--- src/rtl/rr_bus_pkg.sv ---
// Shared types and helpers for the round-robin packet bus multiplexer.
package rr_bus_pkg;

  typedef enum logic {
    IDLE   = 1'b0,
    LOCKED = 1'b1
  } rr_state_e;

  // Widest requester vector the helpers below can handle.
  localparam int unsigned RR_MAX_W = 64;

  // Binary index of the single set bit of a one-hot vector (0 when empty).
  function automatic int unsigned onehot2idx(input logic [RR_MAX_W-1:0] v);
    int unsigned idx;
    idx = 0;
    for (int unsigned i = 0; i < RR_MAX_W; i++) begin
      if (v[i]) idx = idx | i;
    end
    return idx;
  endfunction

  // Rotate the low n bits of v left by one position; bits at and above n come back zero.
  function automatic logic [RR_MAX_W-1:0] rotl1(input logic [RR_MAX_W-1:0] v,
                                               input int unsigned         n);
    logic [RR_MAX_W-1:0] r;
    r = '0;
    for (int unsigned i = 0; i < RR_MAX_W; i++) begin
      if (i < n) r[(i + 1) % n] = v[i];
    end
    return r;
  endfunction

endpackage

--- src/rtl/rr_bus_mux_pick.sv ---
// Round-robin picker: first set request at or above the one-hot pointer, wrapping around.
module rr_pick #(
  parameter int ARB_WIDTH = 4
) (
  input  logic [ARB_WIDTH-1:0] req,
  input  logic [ARB_WIDTH-1:0] ptr,
  output logic [ARB_WIDTH-1:0] gnt
);

  logic [2*ARB_WIDTH-1:0] dbl;
  logic [2*ARB_WIDTH-1:0] masked;

  // Doubling the request vector turns the wrap-around search into a plain upward search;
  // subtracting ptr clears the lowest request at/above ptr, and the mask isolates it.
  always_comb begin
    dbl    = {req, req};
    masked = dbl & ~(dbl - {{ARB_WIDTH{1'b0}}, ptr});
    gnt    = masked[ARB_WIDTH-1:0] | masked[2*ARB_WIDTH-1:ARB_WIDTH];
  end

endmodule

--- src/rtl/rr_bus_mux.sv ---
// N-to-1 packet bus multiplexer: round-robin arbitration, grant held for a whole packet,
// zero-latency forwarding of the selected requester's beat.
module rr_bus_mux
  import rr_bus_pkg::*;
#(
  parameter  int ARB_WIDTH = 4,
  parameter  int DATA_W    = 32,
  localparam int SRC_W     = (ARB_WIDTH > 1) ? $clog2(ARB_WIDTH) : 1
) (
  input  logic                        clk,
  input  logic                        rst,
  input  logic                        pause,
  input  logic [ARB_WIDTH-1:0]        s_valid,
  input  logic [ARB_WIDTH-1:0]        s_last,
  input  logic [ARB_WIDTH*DATA_W-1:0] s_data,
  output logic [ARB_WIDTH-1:0]        s_ready,
  output logic                        m_valid,
  output logic                        m_last,
  output logic [DATA_W-1:0]           m_data,
  input  logic                        m_ready,
  output logic [SRC_W-1:0]            m_src,
  output logic                        busy
);

  rr_state_e              state_q, state_d;
  logic [ARB_WIDTH-1:0]   ptr_q, ptr_d;
  logic [ARB_WIDTH-1:0]   owner_q, owner_d;
  logic [SRC_W-1:0]       src_q, src_d;

  logic [ARB_WIDTH-1:0]   req;
  logic [ARB_WIDTH-1:0]   win;
  logic [ARB_WIDTH-1:0]   sel;
  logic [DATA_W-1:0]      mux_data;
  logic                   mux_last;
  logic                   fwd;
  logic                   accept;
  logic [SRC_W-1:0]       sel_idx;

  // A paused arbiter sees no requests, so nothing new can start.
  always_comb begin
    req = pause ? '0 : s_valid;
  end

  rr_pick #(
    .ARB_WIDTH (ARB_WIDTH)
  ) u_pick (
    .req (req),
    .ptr (ptr_q),
    .gnt (win)
  );

  // Source selection, AND-OR data mux and handshake steering toward the selected requester.
  always_comb begin
    sel      = (state_q == LOCKED) ? owner_q : win;
    mux_data = '0;
    mux_last = 1'b0;
    for (int i = 0; i < ARB_WIDTH; i++) begin
      if (sel[i]) begin
        mux_data = mux_data | s_data[i*DATA_W +: DATA_W];
        mux_last = mux_last | s_last[i];
      end
    end
    fwd     = ~rst & (|(sel & s_valid));
    accept  = fwd & m_ready;
    sel_idx = SRC_W'(onehot2idx(RR_MAX_W'(sel)));

    m_valid = fwd;
    m_data  = fwd ? mux_data : '0;
    m_last  = fwd & mux_last;
    s_ready = sel & {ARB_WIDTH{accept}};
    m_src   = rst ? '0 : (fwd ? sel_idx : src_q);
    busy    = ~rst & (state_q == LOCKED);
  end

  // Next-state logic: lock on a multi-beat packet start, release and rotate priority on its last beat.
  always_comb begin
    state_d = state_q;
    ptr_d   = ptr_q;
    owner_d = owner_q;
    src_d   = fwd ? sel_idx : src_q;
    case (state_q)
      IDLE: begin
        if (accept) begin
          if (mux_last) begin
            ptr_d = ARB_WIDTH'(rotl1(RR_MAX_W'(win), ARB_WIDTH));
          end else begin
            owner_d = win;
            state_d = LOCKED;
          end
        end
      end
      LOCKED: begin
        if (accept && mux_last) begin
          state_d = IDLE;
          ptr_d   = ARB_WIDTH'(rotl1(RR_MAX_W'(owner_q), ARB_WIDTH));
          owner_d = '0;
        end
      end
      default: state_d = IDLE;
    endcase
  end

  // State, priority pointer, packet owner and last-forwarded source registers.
  always_ff @(posedge clk) begin
    if (rst) begin
      state_q <= IDLE;
      ptr_q   <= ARB_WIDTH'(1);
      owner_q <= '0;
      src_q   <= '0;
    end else begin
      state_q <= state_d;
      ptr_q   <= ptr_d;
      owner_q <= owner_d;
      src_q   <= src_d;
    end
  end

endmodule

--- config.mk ---
export PLATFORM = sky130hd
export DESIGN_NAME = rr_bus_mux
export DESIGN_NICKNAME = d
export VERILOG_FILES = /design/src/rtl/rr_bus_pkg.sv /design/src/rtl/rr_bus_mux_pick.sv /design/src/rtl/rr_bus_mux.sv
export SDC_FILE = /design/constraint.sdc
export NUM_CORES = 1
export LEC_CHECK = 0
export CORE_ASPECT_RATIO = 1.2
export CORE_MARGIN = 3
export CORE_UTILIZATION = 32
export CTS_CLUSTER_DIAMETER = 120
export DETAILED_ROUTE_END_ITERATION = 10
export GPL_ROUTABILITY_DRIVEN = 1
export PLACE_DENSITY = 0.94
export SETUP_SLACK_MARGIN = 0.15
export SLEW_MARGIN = 20
export SYNTH_ARGS = -nofsm -noshare
export SYNTH_HDL_FRONTEND = slang
export SYNTH_HIERARCHICAL = 1
export SYNTH_SLANG_ARGS = --single-unit
--- constraint.sdc ---
create_clock -name clk -period 5.7 [get_ports clk]
set_input_delay 0.57 -clock clk [delete_from_list [all_inputs] [get_ports clk]]
set_output_delay 0.57 -clock clk [all_outputs]
set_load 0.005 [all_outputs]
==> metrics list <==
* Worst path bufs/invs: 4
* CTS tree: yes
- The worst setup path is captured at a primary output.
- Static timing analysis puts the maximum clock frequency at 194 MHz.
- Time the final worst path needs with I/O delays and setup: 5.15 ns
- Per-instance average area after synthesis: 7.74 sq um
* Placed Cells incl. Taps: 447
- Fraction of layout cells with a size suffix above 1: 0.0742
- Initial detailed-routing violation count: 170
- Crit-path max cell delay: 0.52 ns
- Hold timing on the final database bottoms out at a slack of 0.519 ns.
- The flow ran to the end, and the final reports show no timing, DRC or antenna violations.
- Post-place instance area: 3510 sq um
- Commonest cells in the netlist: sky130_fd_sc_hd__a22oi_1 (65), sky130_fd_sc_hd__a21oi_1 (34), sky130_fd_sc_hd__clkbuf_1 (14), sky130_fd_sc_hd__dfxtp_1 (11), sky130_fd_sc_hd__buf_6 (9)
* TritonRoute pass-1 iters: 5
* Number of design rule violations left after detail routing: 0
- The number of global-route vias before repair was 2662.
* Root buffer selected by CTS: sky130_fd_sc_hd__clkbuf_8
- Post-layout power: 466 uW
- Leading register cell type out of synthesis: sky130_fd_sc_hd__dfxtp_1
* RSZ-0062 raised after global routing: no
- Number of H-tree levels: 1
- Worst-Skew Late Latency: 0.24 ns
* Maximum vdd ir drop: 81.1 uV
- Class of the tightest hold or removal check: flip-flop to flip-flop
- Measured against its own limit, the worst slew margin works out to 0.608.
- The count of final hold-check violations was 0.
* Worst path slowest cell: sky130_fd_sc_hd__clkdlybuf4s50_1
- Core Region: 5110 sq um
- The initial utilization of the core area, before any placement, comes to 0.344.
- Required time reported for the critical path endpoint: 5.13 ns
- Wires add up to 9.14 mm.
* Std-Cell Rows: 28
* Kind of launch point of the worst setup path: input port
- For this run, the total global-route usage over all layers was measured as 0.272.
* Top cell by count, worst path: sky130_fd_sc_hd__clkdlybuf4s50_1
* # setup viols final: 0
* Vias after detailed routing: 2628
- Of all nets on the critical path, the largest fanout is 14.
* Clock buffer count from CTS: 3
- Most used standard cell by instance count after synthesis: sky130_fd_sc_hd__a22oi_1
* Crit path DAT: 4.58 ns
- Die area: 6420 sq um
* Placer congestion estimate: 1.06
* Via density: 5.83
- After clock tree synthesis, the clock-pin slew on the worst setup and hold paths is 0.06 ns.
* Slew Limit Fails: 0
- Final core occ: 0.695
- From synthesis to final layout, the design area changed by 102%.
- For this run, the number of Yosys warnings is 6.
* Boundary Pins: 181
- For this run, the number of standard cells in the final layout without fillers is 451.
- Max-cap violations in this run came to 0.
- Global-route wire length before repair: 13.7 mm
* Diode count: 0
* Largest cells by area after synthesis: sky130_fd_sc_hd__a22oi_1 (28%), sky130_fd_sc_hd__dfxtp_1 (13%), sky130_fd_sc_hd__a21oi_1 (9.7%)
- Area fraction of the dominant cell type after synthesis: 0.278
* Synth Net Count: 371
* Sequential-to-total area share from yosys stat: 0.125
- Count of buffers added by post-CTS timing repair for setup: 0
* Layout net count: 536
* Clock sink count: 11
- The worst register-to-register path has a setup slack of 2.47 ns.
* Yosys top cell by area: sky130_fd_sc_hd__a22oi_1
* Fill cell total of the finished layout: 432
- Cell class contributing the biggest share of worst-path delay: buffers and inverters
* Series of cell instances along the critical path: clkdlybuf4s50_1, nor2b_1, inv_1, fa_1, and2b_1, o21ai_1, nor4b_1, o31a_1, mux2_4, a22oi_1, nand2_2, nand2b_2, buf_4, a21oi_1, clkdlybuf4s50_1
- The finished cells cover 3550 sq um.
- The critical path in this run is classified as input port to primary output.
* Cells after Synth: 227
* Fraction of registers with async set or reset after synthesis: 0
- Entering global routing, the biggest net connects 40 pins.
- Once detail routing completed, the nets flagged for antenna violations numbered 0.
* Die height: 87.2 um
* Lkg Pwr: 1.17 nW
- Yosys mapped a number of flops with a built-in enable equal to 0.
* Library cells used by synthesis: 43
* Average wire per cell in the routed design: 20.3 um
- Actual slew at the worst max-slew pin: 0.586 ns
- Flop and latch count out of synthesis: 11
* Setup slack at placement: 0.419 ns
- Fin worst setup slack: 0.551 ns
- Antenna violations before repair: 0
- Die X-Extent: 73.7 um
- During placement, the flow inserted port buffers numbering 180.
- For this design the ratio of total power to cell area is 131 nW/um^2.
- Synth Cell Area: 1760 sq um
* Longest Clk Path Bufs: 2
- Between clock sinks in the finished design, the worst skew comes to 0.00865 ns.
* Period utilisation layout: 0.903
- Final TNS setup: 0 ns
- Overflow left after global routing: 0
- Detailed placement ended at an HPWL of 7.21 mm.
[sequential cells by signal (all words and copies together), names as in the netlist, named ones only]
name,count
owner_q,4
ptr_q,4
src_q,2
[per-layer routing]
metal | up-vias | GRT usage | wire (um)
met5 | - | 0 | 0
met4 | 0 | 0.0791 | 204
met3 | 20 | 0.0820 | 895
met2 | 166 | 0.451 | 4490
met1 | 1211 | 0.336 | 3550
li1 | 1231 | - | -
[cell usage in the layout (no fill, tap or decap), types with 5 or more instances in the layout]
master	n
sky130_fd_sc_hd__clkdlybuf4s50_1	180
sky130_fd_sc_hd__a21oi_1	34
sky130_fd_sc_hd__nor2_1	6
sky130_fd_sc_hd__nand4b_1	5
sky130_fd_sc_hd__dfxtp_1	11
sky130_fd_sc_hd__a22oi_1	65
sky130_fd_sc_hd__nor2b_1	8
sky130_fd_sc_hd__nor3_1	6
sky130_fd_sc_hd__nand2_1	7
[report_power, final]
| part | switching [mW] | internal [mW] |
|---|---|---|
| combinational | 0.125 | 0.171 |
| clock | 0.0311 | 0.0492 |
| sequential | 0.00655 | 0.0827 |
| total | 0.163 | 0.303 |
[path summary, 6_finish.rpt]
kind,startpoint,to,depth (start not counted)
setup reg to reg,ptr_q[0]$_SDFFE_PP1P_,flip-flop,11
hold / removal,owner_q[1]$_SDFFE_PP0P_,owner_q[1]$_SDFFE_PP0P_,2
setup / recovery,s_valid[1],m_data[11],15
hold reg to reg,owner_q[1]$_SDFFE_PP0P_,owner_q[1]$_SDFFE_PP0P_,2
[cells by family (layout without fill, tap and decap cells)]
| family | count (synthesis) | in the layout | share of synthesized area |
|---|---|---|---|
| and+or+nand+nor | 56 | 56 | 0.196 |
| AOI/OAI and AO/OA | 120 | 120 | 0.493 |
| xor gates and xnor gates | 1 | 1 | 0.00498 |
| buffers and inverters | 29 | 193 | 0.101 |
| DFF | 11 | 11 | 0.125 |
| adders and majority gates | 4 | 4 | 0.0327 |
| muxes | 6 | 6 | 0.0470 |
[worst min-delay path: stages (launching register included)]
cell	delay, ns
sky130_fd_sc_hd__dfxtp_1	0.33
sky130_fd_sc_hd__nand2_1	0.06
sky130_fd_sc_hd__a31oi_1	0.07
[area by class of cell]
class	instances	area, sq um	area share
Timing Repair Buffer	184	1830	0.515
Clock buffer	4	45.0	0.0127
Tap cell	60	75.1	0.0211
Inverter	5	18.8	0.00528
Multi-Input combinational cell	187	1360	0.383
Sequential cell	11	220	0.0620
[timing repair]
item                                   in CTS  in global routing
resized for setup                           0                  1
endpoints found under the hold margin       0                  0
hold buffers                                0                  0
setup endpoints to repair                   0                  1
No activity file was read; power rests on OpenSTA's default activity.
==> RTL edit, RTL diff (same flow settings) <==
`ARB_WIDTH` is set to 4 in 2 places; all go to 8.
--- a/src/rtl/rr_bus_mux_pick.sv
+++ b/src/rtl/rr_bus_mux_pick.sv
@@ -1,6 +1,6 @@
 // Round-robin picker: first set request at or above the one-hot pointer, wrapping around.
 module rr_pick #(
-  parameter int ARB_WIDTH = 4
+  parameter int ARB_WIDTH = 8
 ) (
   input  logic [ARB_WIDTH-1:0] req,
   input  logic [ARB_WIDTH-1:0] ptr,
--- a/src/rtl/rr_bus_mux.sv
+++ b/src/rtl/rr_bus_mux.sv
@@ -3,7 +3,7 @@
 module rr_bus_mux
   import rr_bus_pkg::*;
 #(
-  parameter  int ARB_WIDTH = 4,
+  parameter  int ARB_WIDTH = 8,
   parameter  int DATA_W    = 32,
   localparam int SRC_W     = (ARB_WIDTH > 1) ? $clog2(ARB_WIDTH) : 1
 ) (
Ports: changed (5 resized); port bits go from 181 to 322. The function was not compared with the original's and may differ.
==> RTL edit against the unedited design <==
Core utilization down 0.84 points. Sequential cell count up 9. Final area up 86%. Synthesized area up 81%. Cell count up 87%. Power up 120%. Routed wire length rose to 2.5 times the old value. Worst setup slack worse by 91 ps. Largest power group unchanged.
==> RTL edit: results (changes against the unedited design) <==
stage	metric	value	unit	change
final_layout	top flop regs	owner_q (8), ptr_q (8), src_q (3)		
global_route	initial antenna violation count	4		+4
global_route	M2 GR Usage	60.3	%	+15 points
power	sequential power	166	uW	+86%
setup_path	Max FO, Critical Path	33		+19
final_layout	Layout fillers	796		+84%
place	final RePlAce weighted congestion	1.02		-3.8%
synth	Mapped Nets	709		+91%
drt	wire length per cell	27.2	um	+34%
power	sequential power share	15.9	%	-3.3 points
setup_path	Worst R2R Start	ptr_q[2]		
power	Leakage	0.00226	uW	+94%
outcome	status	finished, final reports clean		
power	Max IR drop VDD	0.130	mV	+60%
global_route	GR met3 Demand/Resource	14.3	%	+6.1 points
place	area post-placement	6480	um2	+85%
setup_path	crit path DAT	4670	ps	+90 ps
power	Switching Share	38.8	%	+3.9 points
final_layout	layout cells sized above 1	5.71	%	-1.7 points
sta	Layout Skew	1.89	ps	-6.77 ps
setup_path	Crit path largest cell delay	500	ps	-20 ps
place	port bufs	321		+78%
synth	multiplexer area fraction after synthesis	6.04	%	+1.3 points
final_layout	final net count	1004		+87%
synth	Seq/Total Area, Yosys	12.6	%	+0.027 points
synth	Post-Syn Instances	425		+87%
synth	Post-Synth Adder-Cell Area	3.37	%	+0.10 points
synth	Compound-Gate Fraction of Synth Area	51.0	%	+1.6 points
synth	synth top area cells	a22oi_1, dfxtp_1, a22o_1		
setup_path	FF-to-FF path depth	14		+3
synth	fraction of synthesized cell area in xor and xnor cells	0.824	%	+0.33 points
global_route	gr usage total	37.9	%	+11 points
drt	drt pass-1 iters	6		+1
clocking	clk root buf	clkbuf_16		
power	Clock power frac	14.2	%	-3.1 points
synth	post-synthesis cell type count	48		+12%
place	hpwl dp	18100	um	+150%
place	Post-Place Worst Slack	272	ps	-147 ps
final_layout	Finished Layout Cells	842		+87%
global_route	vias in the first global route	5333		+100%
sta	Worst-Margin Slew	765	ps	+180 ps
drt	Iteration-0 DRC Markers	533		+210%
RTL edit: cell types whose count changed in the layout (fill, tap and decap cells not counted), moves of 12 or more:
cell	unedited run	this run
a21oi_1	34	15
nand2_1	7	25
nand3_1	3	15
clkdlybuf4s50_1	180	320
a22o_1	1	33
a221oi_1	0	30
a31oi_1	4	36
RTL edit: layer usage:
layer	routed length, um	share of wire (%)
met5	50	0.22
met4	828	3.6
met3	2990	13
met2	10500	46
met1	8530	37
RTL edit: final timing paths:
check | end | slack (ps)
setup / recovery | m_data[9] | 460
hold / removal | ptr_q[5] | 490
setup reg to reg | owner_q[5] | 1760
hold reg to reg | ptr_q[5] | 490
RTL edit: area by class of cell:
cell class | count | area (um2) | area share [%]
flip-flops and latches | 20 | 402 | 6.09
clock buffers | 3 | 75.1 | 1.14
well taps | 123 | 154 | 2.33
inverters | 9 | 33.8 | 0.512
diodes | 1 | 2.50 | 0.0379
multi-input cells | 350 | 2580 | 39.1
repair buffers | 336 | 3350 | 50.8
